$ cat src/rtl/mean_scheduler.sv
// Round-robin scheduler that time-shares one frame-mean accumulator among NCH
// sample requesters; each grant collects 2^LOG2N samples and emits their mean.
module mean_scheduler #(
  parameter  int NCH   = 4,
  parameter  int LOG2N = 11,
  localparam int CW    = (NCH > 1) ? $clog2(NCH) : 1
) (
  input  logic              clk,
  input  logic              rst,
  input  logic [NCH-1:0]    ch_valid,
  input  logic [16*NCH-1:0] ch_data,
  output logic [NCH-1:0]    ch_ready,
  output logic              mean_valid,
  input  logic              mean_ready,
  output logic [15:0]       mean_out,
  output logic [CW-1:0]     mean_ch,
  output logic              busy
);

  localparam int AW = 16 + LOG2N;
  localparam logic [LOG2N:0]   LAST_CNT = (LOG2N + 1)'((1 << LOG2N) - 1);
  localparam logic [NCH-1:0]   ONE_HOT0 = NCH'(1);

  typedef enum logic [1:0] {IDLE, ACCUM, RESULT} state_t;

  state_t          state_q;
  logic [CW-1:0]   grant_q;
  logic [CW-1:0]   last_grant_q;
  logic [AW-1:0]   acc_q;
  logic [LOG2N:0]  cnt_q;
  logic [NCH-1:0]  ch_ready_q;
  logic            mean_valid_q;
  logic [15:0]     mean_out_q;
  logic [CW-1:0]   mean_ch_q;

  logic            grant_found;
  logic [CW-1:0]   grant_d;
  logic [CW-1:0]   cand;
  logic [15:0]     samples [NCH];
  logic [15:0]     sel_sample;
  logic [AW-1:0]   acc_d;
  logic            accept;

  // Round-robin search starting one past the channel served last.
  // NOTE: every variable assigned in always_comb gets a default first so no latch is inferred.
  always_comb begin
    grant_found = 1'b0;
    grant_d     = last_grant_q;
    cand        = last_grant_q;
    for (int i = 1; i <= NCH; i++) begin
      cand = CW'((int'(last_grant_q) + i) % NCH);
      if (!grant_found && ch_valid[cand]) begin
        grant_found = 1'b1;
        grant_d     = cand;
      end
    end
  end

  always_comb begin
    for (int k = 0; k < NCH; k++) begin
      samples[k] = ch_data[16*k +: 16];
    end
    sel_sample = samples[grant_q];
    acc_d      = acc_q + {{LOG2N{sel_sample[15]}}, sel_sample};
    accept     = (state_q == ACCUM) && ch_valid[grant_q] && ch_ready_q[grant_q];
  end

  // NOTE: sequential state uses non-blocking assignments only, so every register
  // samples pre-edge values regardless of statement order.
  always_ff @(posedge clk) begin
    if (rst) begin
      state_q      <= IDLE;
      grant_q      <= '0;
      last_grant_q <= CW'(NCH - 1);
      acc_q        <= '0;
      cnt_q        <= '0;
      ch_ready_q   <= '0;
      mean_valid_q <= 1'b0;
      mean_out_q   <= '0;
      mean_ch_q    <= '0;
    end else begin
      case (state_q)
        IDLE: begin
          if (grant_found) begin
            state_q    <= ACCUM;
            grant_q    <= grant_d;
            ch_ready_q <= ONE_HOT0 << grant_d;
            acc_q      <= '0;
            cnt_q      <= '0;
          end
        end
        ACCUM: begin
          if (accept) begin
            acc_q <= acc_d;
            cnt_q <= cnt_q + 1'b1;
            if (cnt_q == LAST_CNT) begin
              state_q      <= RESULT;
              ch_ready_q   <= '0;
              mean_out_q   <= acc_d[LOG2N +: 16];
              mean_ch_q    <= grant_q;
              mean_valid_q <= 1'b1;
            end
          end
        end
        RESULT: begin
          if (mean_ready) begin
            state_q      <= IDLE;
            mean_valid_q <= 1'b0;
            last_grant_q <= grant_q;
          end
        end
        default: state_q <= IDLE;
      endcase
    end
  end

  assign ch_ready   = ch_ready_q;
  assign mean_valid = mean_valid_q;
  assign mean_out   = mean_out_q;
  assign mean_ch    = mean_ch_q;
  assign busy       = (state_q != IDLE);

endmodule
$ cat config.mk
export PLATFORM = sky130hd
export DESIGN_NAME = mean_scheduler
export DESIGN_NICKNAME = d
export VERILOG_FILES = /design/src/rtl/mean_scheduler.sv
export SDC_FILE = /design/constraint.sdc
export NUM_CORES = 1
export LEC_CHECK = 0
export ABC_AREA = 1
export CORE_AREA = 2 2 100 102
export DETAILED_ROUTE_END_ITERATION = 6
export DIE_AREA = 0 0 102 104
export DONT_BUFFER_PORTS = 1
export GPL_TIMING_DRIVEN = 0
export PLACE_DENSITY = 0.8
export SLEW_MARGIN = 20
export SYNTH_ARGS = -nofsm -noshare
export SYNTH_HDL_FRONTEND = slang
export SYNTH_SLANG_ARGS = --single-unit
$ cat constraint.sdc
create_clock -name clk -period 3.2 [get_ports clk]
set_input_delay 0.64 -clock clk [delete_from_list [all_inputs] [get_ports clk]]
set_output_delay 0.64 -clock clk [all_outputs]
set_load 0.05 [all_outputs]
* Yosys cells after proc, flatten, opt, wreduce, memory -nomap -nowiden
Cells that the tools add are included.
Word-level totals: bits in registers 68, latch bits 0, bits in writable memories 0, memory bits (read-only) 0, output and inout port bits 24, logic and storage cells 91, memories kept 0
Operators by class: add/sub/neg operators 6, multiply operators 0, div/mod/pow operators 0, order comparisons 6, equality and inequality tests 7, shift operators 1, muxes and demuxes 42, bitwise operators 1, reductions and logical operators 19
Operators by type and width (number):
- two-way mux 27 bit | 2
- one-hot mux 27 bit (2 select lines) | 1
- binary-select mux 16 bit (select 2 bit) | 1
- two-way mux 16 bit | 2
- adder 27 bit | 1
- two-way mux 12 bit | 2
- one-hot mux 12 bit (2 select lines) | 1
- two-way mux 2 bit | 8
- less-than comparator 2 x 3 -> 1 bit, second input constant | 5
- two-way mux 1 bit | 13
- adder 12 x 1 -> 12 bit, second input constant | 1
- binary-select mux 1 bit (select 2 bit) | 6
- equality test 12 x 11 -> 1 bit, second input constant | 1
- two-way mux 4 bit | 3
- AND reduction 4 bit | 3
- one-hot mux 4 bit (2 select lines) | 1
- != test 2 bit, second input constant | 3
- one-hot mux 2 bit (3 select lines) | 1
- AND reduction 3 bit | 2
- nonzero test 2 bit | 3
- logical AND 1 bit | 5
- adder 2 x 1 -> 2 bit, second input constant | 2
- adder 2 bit, second input constant | 2
- AND reduction 2 bit | 2
- 9 further kinds | 11

* Longest topological paths before layout
Gate-level depths: netlist of the first run.
depth after elaboration 16, gate-level depth with buffers 20, depth with buffers taken out 19

* Least setup slack after synthesis of the first run
Ideal clock, no wire load.
path kind register to register, start register grant_q[0], end register mean_out_q[1] (netlist: mean_out[1]), setup time 108 ps, data arrival time 2514 ps, data required time 3092 ps, setup slack 578 ps, stages on the path, launching flop included 18, period minus slack after synthesis 2622 ps, path through dfxtp_1 buf_2 clkinv_1 clkbuf_1 nor2_1 o22ai_1 ha_1 fa_1 nand2_1 nand3_1 nand3_1 nand2_1 nand2_1 nand2_1 or2_2 nand2_1 a21o_1 inv_1
On the way: longest elaborated chain between the ends 5, elaborated cells between the ends (all ways) 12, those cells by class add/sub (1); mux (7); bitwise (1); reduce/logical (3)
RTL lines:
- start: declaration | line 27 | logic [CW-1:0] grant_q;
- start signal: assignment | line 86 | grant_q <= grant_d;
- inverter 2 -> 3 bit (not written as such) / binary-select mux 1 bit (select 2 bit) (equally long branches) | line 63, 65
- binary-select mux 16 bit (select 2 bit) / two-way mux 1 bit (equally long branches) | line 63, 65
- two-way mux 16 bit (not written as such) / logical AND 1 bit (equally long branches) (2 in a row) | line 63, 65
- adder 27 bit / AND reduction 3 bit (equally long branches)
- end signal: assignment | line 99 | mean_out_q <= acc_d[LOG2N +: 16];
- end: declaration | line 33 | logic [15:0] mean_out_q;
Several ways; a longest one is shown, not always the timed one. The select of a mux whose other input is x is not followed. A chain may end at the register's enable or synchronous reset.

* Worst setup path after layout of the first run
start register grant_q[0], end register mean_out_q[14] (netlist: mean_out[14])
Same word-level chain as after synthesis.

==> results of run 1 <==
[layout by cell type, fill, tap and decap left out, types with 5 or more instances in the layout]
master,synthesis,layout
nand2_1,322,320
nand4_1,8,8
clkbuf_1,18,15
a21o_1,11,11
nand2_2,4,6
o211a_1,6,6
ha_1,27,27
a21oi_1,46,46
xor2_1,12,12
buf_2,5,5
nor2_1,102,102
clkbuf_8,0,9
a21oi_2,7,7
inv_1,130,128
or2_2,7,7
nand3_1,59,59
o21ai_0,53,53
dfxtp_1,68,68
o22ai_1,15,15
[critical path: cells and delay by family (launching register included)]
family	cells	cell delay [ps]
and+or+nand+nor	13	1410
buffers and inverters	5	840
adders and majority gates	1	380
DFF	1	310
[layout make-up]
cell class | count | area [sq um]
fill | 955 | 3650
multi-input combinational | 708 | 3470
sequential | 68 | 1360
inverter | 136 | 523
tap | 133 | 166
buffer | 27 | 143
clock buffer | 9 | 124
clock inverter | 7 | 82.6
timing repair buffer | 2 | 15.0
timing repair inverter | 1 | 7.51
[synthesized netlist by cell type (5+ instances only)]
master	number
a21o_1	11
a21oi_1	46
a21oi_2	7
buf_2	5
clkbuf_1	18
dfxtp_1	68
ha_1	27
inv_1	130
nand2_1	322
nand3_1	59
nand4_1	8
nor2_1	102
o211a_1	6
o21ai_0	53
o22ai_1	15
or2_2	7
xor2_1	12
[power groups by stage]
stage | sequential, W | clock (W) | combinational (W)
2_1_floorplan | 0.000924 | 0 | 0.000658
3_3_place_gp | 0.000929 | 0 | 0.000858
3_5_place_dp | 0.000929 | 0 | 0.000867
4_1_cts | 0.000909 | 0.000772 | 0.000873
5_1_grt | 0.000918 | 0.000815 | 0.00100
6_report | 0.000914 | 0.000777 | 0.000900
[cells by family (layout without fill, tap and decap cells)]
kind of cell               Yosys count  after routing  share of synthesized area (%)
xor gates and xnor gates            12             12                           1.91
buffers and inverters              165            182                           12.1
AOI/OAI and AO/OA                  148            148                           15.7
adders and majority gates           28             28                           6.51
and+or+nand+nor                    520            520                           39.0
DFF                                 68             68                           24.8
[layer usage]
metal  global-route usage, %  part of all wire (%)  vias up
met5                       0                     0        -
met4                    9.43                   2.6        0
met3                    5.85                   8.3       38
met2                    48.6                    45      241
met1                    37.9                    45     2543
li1                        -                     -     3002
[worst max-delay path by stage]
stage | start | cells after the start | end | slack, ps
after detailed placement | grant_q[0] | 17 | mean_out[1] | -60
after global placement | grant_q[0] | 17 | mean_out[1] | -50
after floorplan | grant_q[0] | 17 | mean_out[1] | 580
final | grant_q[0] | 19 | mean_out[14] | 180
after CTS | grant_q[1] | 16 | mean_out[1] | 50
after global routing | grant_q[0] | 17 | mean_out[13] | -10
[what timing repair did]
action,in CTS,in global routing
gates resized for setup,1,8
endpoints found under the setup margin,13,32
pin swaps,0,0
gates cloned,0,1
setup buffers,0,2
[sequential cells by signal, summed over array words and instances (netlist names)]
name	cells
last_grant_q	2
mean_ch	2
state_q	2
mean_out	16
mean_valid	1
grant_q	2
acc_q	27
ch_ready	4
cnt_q	12
[through the flow]
step                      power (W)  utilization [%]  hold WS (ps)
final                       0.00259             61.8           460
after global routing        0.00273             61.8           453
after CTS                   0.00255             61.4           465
after detailed placement    0.00180             59.3           459
after global placement      0.00179             59.3           454
after floorplan             0.00158                -           443
==> results.sh, run 1 <==
export IMPL_p_switching_w=0.00105
export IMPL_die_h_um=104
export IMPL_cts_tree="done"
export IMPL_cts_root_buf="clkbuf_8"
export IMPL_period_share_pct=94.5
export IMPL_portBuffers=0
export IMPL_cts_buffers=9
export IMPL_synthCells=941
export IMPL_drive_gt1_share_pct=6.78
export IMPL_power_internal_w=0.00154
export IMPL_avgSynthCellArea_sq_um=5.84
export IMPL_whs_path_depth=2
export IMPL_reg2reg_to="mean_out[14]"
export IMPL_period_minus_slack_ps=3020
export IMPL_yosysTopAreaCellShare_pct=24.8
export IMPL_cp_end_kind="register"
export IMPL_drt_iter0_markers=415
export IMPL_die_x_um=102
export IMPL_via_per_inst=5.34
export IMPL_track_usage_pct=29.3
export IMPL_synth_edf_count=0
export IMPL_fmax_mhz=331
export IMPL_clkPwrFrac_pct=30.0
export IMPL_antenna_found_initial=0
export IMPL_r2r_start="grant_q[0]"
export IMPL_synth_nets=1040
export IMPL_ys_types=37
export IMPL_antenna_cells=0
export IMPL_cts_buffer_depth=2
export IMPL_power_density_nw_per_um2=439
export IMPL_place_area_sq_um=5660
export IMPL_worstPathCellList="buf_2 > clkinv_2 > nand2_1 > nand3_1 > nand2_2 > clkinvlp_4 > buf_4 > ha_1 > nand2_1 > nor2_1 > nand2_1 > nor3_1 > nand2_1 > nand3_1 > nand2_1 > nand2_1 > nand2_1 > nand2_1 > inv_1"
export IMPL_grt_pass1_vias=5165
export IMPL_finalHoldViolCount=0
export IMPL_place_inst=1074
export IMPL_rows=36
export IMPL_slew_headroom_pct=48.9
export IMPL_ant_nets=0
export IMPL_design_area_sq_um=5900
export IMPL_grt_pass1_wl_um=24500
export IMPL_drt_first_pass_iters=5
export IMPL_max_cap_viol_count=0
export IMPL_cp_start_kind="register"
export IMPL_slowest_delay_ps=380
export IMPL_grt_max_degree=15
export IMPL_vias=5824
export IMPL_reg2reg_slack_ps=180
export IMPL_worstHoldEndpoint="state_q[1]"
export IMPL_ys_seq_area_share_pct=24.8
export IMPL_wire_per_inst_um=14.6
export IMPL_clk_pin_slew_ps=90
export IMPL_r2r_cells=19
export IMPL_hp_class="in -> reg"
export IMPL_area_growth_syn_to_layout_pct=7.31
export IMPL_postCtsHoldBufs=0
export IMPL_synth_area_top_cells="dfxtp_1, nand2_1, inv_1"
export IMPL_leakage_nw=3.04
export IMPL_insertion_delay_ps=380
export IMPL_hpwlAfterDp_um=12400
export IMPL_ys_seq_elements=68
export IMPL_place_gp_congestion=0.993
export IMPL_cpMostUsedCell="nand2_1"
export IMPL_coreArea_sq_um=9550
export IMPL_slew_viol_final=0
export IMPL_combPwrFrac_pct=34.7
export IMPL_worstMarginPinSlew_ps=766
export IMPL_syn_area_sq_um=5500
export IMPL_async_flop_share_pct=0
export IMPL_sw_frac_of_total_pct=40.6
export IMPL_start_util_pct=57.5
export IMPL_required_ps=3480
export IMPL_ys_flop_type="dfxtp_1"
export IMPL_io_pins=95
export IMPL_overflow=0
export IMPL_worstSetupPathType="reg -> reg"
export IMPL_nets=1052
export IMPL_yosysWarningCount=0
export IMPL_finalSetupViolations=0
export IMPL_worst_path_max_fanout=10
export IMPL_worstPathArrival_ps=3310
export IMPL_htreeDepth=3
export IMPL_yosysTopAreaCell="dfxtp_1"
export IMPL_fin_cells=1091
export IMPL_route_detailed_drc=0
export IMPL_peakVddDrop_mv=0.298
export IMPL_cts_sinks=68
export IMPL_status="completed"
export IMPL_crit_slowest_cell="ha_1"
export IMPL_skew_ps=11.5
export IMPL_worst_slack_ps=176
export IMPL_min_from="mean_ready"
export IMPL_tns_ps=0
export IMPL_routed_wl_um=16000
export IMPL_post_place_ws_ps=-59.6
export IMPL_power_frac_seq_pct=35.3
export IMPL_die_area_sq_um=10600
(Power assumes the default switching activity.)
==> run 2: changes to the inputs <==
--- a/config.mk
+++ b/config.mk
@@ -12,6 +12,7 @@
 export DONT_BUFFER_PORTS = 1
 export GPL_TIMING_DRIVEN = 0
 export PLACE_DENSITY = 0.8
+export SKIP_CTS_REPAIR_TIMING = 1
 export SLEW_MARGIN = 20
 export SYNTH_ARGS = -nofsm -noshare
 export SYNTH_HDL_FRONTEND = slang
==> results.sh, run 2 (synthesis results as in run 1) <==
export IMPL_status="completed"
export IMPL_die_h_um=104
export IMPL_io_pins=95
export IMPL_track_usage_pct=29.3
export IMPL_period_minus_slack_ps=3070
export IMPL_htreeDepth=3
export IMPL_design_area_sq_um=5930
export IMPL_layout_common_cells="nand2_1, inv_1, nor2_1, dfxtp_1, nand3_1"
export IMPL_place_gp_congestion=0.993
export IMPL_slew_headroom_pct=50.9
export IMPL_ant_nets=0
export IMPL_insertion_delay_ps=370
export IMPL_overflow=0
export IMPL_grt_max_degree=15
export IMPL_r2r_start="grant_q[0]"
export IMPL_antenna_found_initial=0
export IMPL_cp_end_kind="register"
export IMPL_grt_pass1_vias=5169
export IMPL_reg2reg_slack_ps=130
export IMPL_required_ps=3480
export IMPL_drt_iter0_markers=404
export IMPL_drt_first_pass_iters=6
export IMPL_worstMarginPinSlew_ps=737
export IMPL_wire_per_inst_um=14.5
export IMPL_cts_tree="done"
export IMPL_hpwlAfterDp_um=12400
export IMPL_skew_ps=12.8
export IMPL_antenna_cells=0
export IMPL_r2r_cells=19
export IMPL_largest_reg_flops=27
export IMPL_crit_end="mean_out[14]"
export IMPL_cp_startpoint="grant_q[0]"
export IMPL_fmax_mhz=326
export IMPL_coreArea_sq_um=9550
export IMPL_largest_register="acc_q"
export IMPL_routed_wl_um=15900
export IMPL_nets=1053
export IMPL_worstPathCellList="buf_2 > clkinvlp_4 > nand2_1 > nand3_1 > nand2_2 > clkinvlp_4 > buf_4 > ha_1 > nand2_1 > nor2_1 > nand2_1 > nor3_1 > nand2_1 > nand3_1 > nand2_1 > nand2_1 > nand2_1 > nand2_1 > inv_1"
export IMPL_place_area_sq_um=5660
export IMPL_tns_ps=0
export IMPL_clk_pin_slew_ps=90
export IMPL_cts_buffer_depth=2
export IMPL_finalSetupViolations=0
export IMPL_route_detailed_drc=0
export IMPL_grt_pass1_wl_um=24500
export IMPL_cts_buffers=9
export IMPL_slowest_delay_ps=380
export IMPL_power_density_nw_per_um2=438
export IMPL_period_share_pct=96.0
export IMPL_start_util_pct=57.5
export IMPL_worstSetupPathType="reg -> reg"
export IMPL_cpMostUsedCell="nand2_1"
export IMPL_via_per_inst=5.34
export IMPL_max_cap_viol_count=0
export IMPL_vias=5826
export IMPL_drive_gt1_share_pct=7.72
export IMPL_crit_slowest_cell="ha_1"
export IMPL_rows=36
export IMPL_worstPathArrival_ps=3350
export IMPL_peakVddDrop_mv=0.296
export IMPL_leakage_nw=3.04
export IMPL_area_growth_syn_to_layout_pct=7.83
export IMPL_cts_sinks=68
export IMPL_hp_class="in -> reg"
export IMPL_finalHoldViolCount=0
export IMPL_portBuffers=0
export IMPL_cp_start_kind="register"
export IMPL_reg2reg_to="mean_out[14]"
export IMPL_die_x_um=102
export IMPL_worst_path_max_fanout=8
export IMPL_slew_viol_final=0
export IMPL_cts_root_buf="clkbuf_8"
export IMPL_die_area_sq_um=10600
export IMPL_layout_commonest_cell="nand2_1"
-- run 2: cell count changes in the layout (fill, tap and decap cells not counted) --
cell | before | now
nor2_1 | 102 | 98
ha_1 | 27 | 24
clkinv_2 | 1 | 0
clkinvlp_4 | 4 | 5
buf_2 | 5 | 6
buf_4 | 3 | 4
clkbuf_1 | 15 | 14
nor2_2 | 2 | 6
ha_2 | 0 | 3
-- run 2: worst max-delay path: cells and delay by family, from the launching register on --
family | cells | cell delay (ps)
buffers and inverters | 5 | 890
adder cells (fa/ha/maj) | 1 | 380
AND/OR/NAND/NOR | 13 | 1410
flip-flops | 1 | 310
-- run 2: worst min path at each step --
| stage | from | to | slack [ps] | depth (start not counted) |
|---|---|---|---|---|
| after floorplan | acc_q[0] | acc_q[0] | 440 | 2 |
| after global placement | acc_q[0] | acc_q[0] | 450 | 2 |
| after detailed placement | acc_q[21] | acc_q[21] | 460 | 2 |
| after CTS | mean_ready | state_q[1] | 460 | 2 |
| after global routing | mean_ready | state_q[1] | 450 | 2 |
| final | mean_ready | state_q[1] | 470 | 2 |
-- run 2: final cells by class --
cell class,instances,area (sq um)
Fill cell,949,3620
Multi-Input combinational cell,708,3490
Sequential cell,68,1360
Inverter,136,526
Tap cell,133,166
Buffer,27,144
Clock buffer,9,124
Clock inverter,7,82.6
Timing Repair Buffer,3,22.5
Timing Repair inverter,1,7.51
-- run 2: report_power, final --
| group | internal [W] | switching [W] | leakage, nW |
|---|---|---|---|
| clock | 0.000373 | 0.000399 | 0.0988 |
| combinational | 0.000294 | 0.000618 | 2.39 |
| sequential | 0.000877 | 0.0000366 | 0.551 |
-- run 2: layer usage --
metal / track usage (%) / up-vias / routed length (um)
li1: - / 3002 / -
met1: 37.9 / 2500 / 6970
met2: 48.6 / 287 / 7030
met3: 5.85 / 37 / 1450
met4: 9.43 / 0 / 404
met5: 0 / - / 0
-- run 2: through the flow --
stage,cells,setup slack (ps),power [W],hold slack (ps),util (%)
5_1_grt,1092,-64.1,0.00275,453,62.1
4_1_cts,1090,-86.5,0.00255,465,61.5
2_1_floorplan,941,578,0.00158,443,-
3_5_place_dp,1074,-59.6,0.00180,459,59.3
6_report,1092,129,0.00260,467,62.1
3_3_place_gp,1074,-47.0,0.00179,454,59.3
==> run 3: changes to the inputs <==
--- a/config.mk
+++ b/config.mk
@@ -6,12 +6,13 @@
 export NUM_CORES = 1
 export LEC_CHECK = 0
 export ABC_AREA = 1
-export CORE_AREA = 2 2 100 102
+export ABC_CLOCK_PERIOD_IN_PS = 3200
+export CORE_AREA = 2 2 103 105
 export DETAILED_ROUTE_END_ITERATION = 6
-export DIE_AREA = 0 0 102 104
+export DIE_AREA = 0 0 105 107
 export DONT_BUFFER_PORTS = 1
 export GPL_TIMING_DRIVEN = 0
-export PLACE_DENSITY = 0.8
+export PLACE_DENSITY = 0.77
 export SKIP_CTS_REPAIR_TIMING = 1
 export SLEW_MARGIN = 20
 export SYNTH_ARGS = -nofsm -noshare
==> results.sh, run 3 (synthesis results as in run 1) <==
export IMPL_antenna_cells=0
export IMPL_die_area_sq_um=11200
export IMPL_hpwlAfterDp_um=12400
export IMPL_whs_path_depth=2
export IMPL_htreeDepth=3
export IMPL_overflow=0
export IMPL_cp_end_kind="register"
export IMPL_min_from="acc_q[13]"
export IMPL_portBuffers=0
export IMPL_wire_per_inst_um=14.4
export IMPL_nets=1055
export IMPL_power_w=0.00256
export IMPL_peakVddDrop_mv=0.257
export IMPL_antenna_found_initial=0
export IMPL_worstPathArrival_ps=3230
export IMPL_insertion_delay_ps=350
export IMPL_combPwrFrac_pct=35.2
export IMPL_sw_frac_of_total_pct=39.4
export IMPL_finalHoldViolCount=0
export IMPL_met3_length_um=1120
export IMPL_route_detailed_drc=0
export IMPL_largest_register="acc_q"
export IMPL_cp_start_kind="register"
export IMPL_layout_commonest_cell="nand2_1"
export IMPL_crit_slowest_cell="ha_1"
export IMPL_worst_path_buf_inv=5
export IMPL_power_frac_seq_pct=35.7
export IMPL_slew_viol_final=0
export IMPL_status="completed"
export IMPL_place_area_sq_um=5670
export IMPL_r2r_start="grant_q[0]"
export IMPL_skew_ps=8.94
export IMPL_design_area_sq_um=5940
export IMPL_fin_cells=1097
export IMPL_rsz0062_at_grt="false"
export IMPL_slowest_delay_ps=360
export IMPL_cpMostUsedCell="nand2_1"
export IMPL_reg2reg_slack_ps=230
export IMPL_coreArea_sq_um=10100
export IMPL_cts_buffer_depth=2
export IMPL_grt_pass1_vias=5150
export IMPL_p_switching_w=0.00101
export IMPL_reg2reg_to="mean_out[9]"
export IMPL_die_x_um=105
export IMPL_clkPwrFrac_pct=29.2
export IMPL_place_gp_congestion=0.935
export IMPL_routed_top_layer="met4"
export IMPL_leakage_nw=3.05
export IMPL_required_ps=3460
export IMPL_power_density_nw_per_um2=432
export IMPL_cts_root_buf="clkbuf_8"
export IMPL_period_share_pct=92.8
export IMPL_period_minus_slack_ps=2970
export IMPL_layout_common_cells="nand2_1, inv_1, nor2_1, dfxtp_1, nand3_1"
export IMPL_finalSetupViolations=0
export IMPL_worst_path_max_fanout=9
export IMPL_worstSetupPathType="reg -> reg"
export IMPL_cts_buffers=9
export IMPL_worstMarginPinSlew_ps=686
export IMPL_routed_wl_um=15800
export IMPL_ant_nets=0
export IMPL_io_pins=95
export IMPL_met2_length_um=7140
export IMPL_area_growth_syn_to_layout_pct=8.01
export IMPL_slew_headroom_pct=54.2
export IMPL_largest_reg_flops=27
export IMPL_grt_max_degree=13
export IMPL_track_usage_pct=27.8
export IMPL_clk_pin_slew_ps=80
export IMPL_place_inst=1077
export IMPL_rows=37
export IMPL_grt_pass1_wl_um=25000
export IMPL_start_util_pct=54.5
export IMPL_drt_first_pass_iters=5
export IMPL_postLayoutCoreUtil_pct=58.8
export IMPL_worstPathCellList="clkbuf_4 > clkinvlp_4 > nand2_1 > nand3_1 > nand2_2 > clkinvlp_4 > buf_2 > ha_1 > nand2_1 > nor2_1 > nand2_1 > nor2_1 > nand2_1 > nand3_1 > nand2_1 > nand2_1 > a21o_1 > inv_1"
export IMPL_wl_met1_um=7090
export IMPL_via_per_inst=5.33
export IMPL_power_internal_w=0.00155
export IMPL_drive_gt1_share_pct=7.80
export IMPL_vias=5843
export IMPL_die_h_um=107
export IMPL_fmax_mhz=337
export IMPL_worstHoldEndpoint="acc_q[13]"
export IMPL_max_cap_viol_count=0
export IMPL_cts_tree="done"
export IMPL_cts_sinks=68
export IMPL_hp_class="reg -> reg"
export IMPL_crit_family="simple AND/OR/NAND/NOR gates"
export IMPL_drt_iter0_markers=543
export IMPL_r2r_cells=18
-- run 3: power groups by stage --
stage                     Clock, W  Combinational (W)  Sequential [W]
after floorplan                  0           0.000658        0.000924
after global placement           0           0.000853        0.000929
after detailed placement         0           0.000862        0.000929
after CTS                 0.000756           0.000869        0.000910
after global routing      0.000795            0.00100        0.000918
final                     0.000748           0.000902        0.000914
-- run 3: worst min-delay path, cell delays in order (launching register included) --
cell     delay, ps
dfxtp_1        320
nand2_1         60
a21oi_1         50
-- run 3: metrics by stage --
stage | setup WS (ps) | hold WS (ps) | setup TNS [ps]
after floorplan | 578 | 443 | 0
final | 231 | 475 | 0
after CTS | -34.8 | 474 | -69.2
after global routing | 7.93 | 487 | 0
after global placement | -6.85 | 456 | -7.82
after detailed placement | 1.16 | 461 | 0
-- run 3: cell type report --
class | instances | area, sq um
fill | 1001 | 4160
clock buffer | 11 | 141
timing repair inverter | 1 | 5.00
timing repair buffer | 5 | 35.0
clock inverter | 5 | 61.3
inverter | 136 | 526
buffer | 27 | 150
tap | 136 | 170
multi-input combinational | 708 | 3480
sequential | 68 | 1360
-- run 3: worst max-delay path by stage --
stage	cells past startpoint	slack (ps)	from	end
2_1_floorplan	17	580	grant_q[0]	mean_out[1]
3_3_place_gp	17	-7	grant_q[1]	mean_out[6]
3_5_place_dp	17	1	grant_q[1]	mean_out[6]
4_1_cts	17	-30	grant_q[0]	mean_out[1]
5_1_grt	17	8	grant_q[0]	mean_out[11]
6_report	18	230	grant_q[0]	mean_out[9]
-- run 3: layer usage --
metal	up-vias	GRT usage, %
li1	3002	-
met1	2580	36.3
met2	228	46.0
met3	33	5.17
met4	0	9.90
met5	-	0
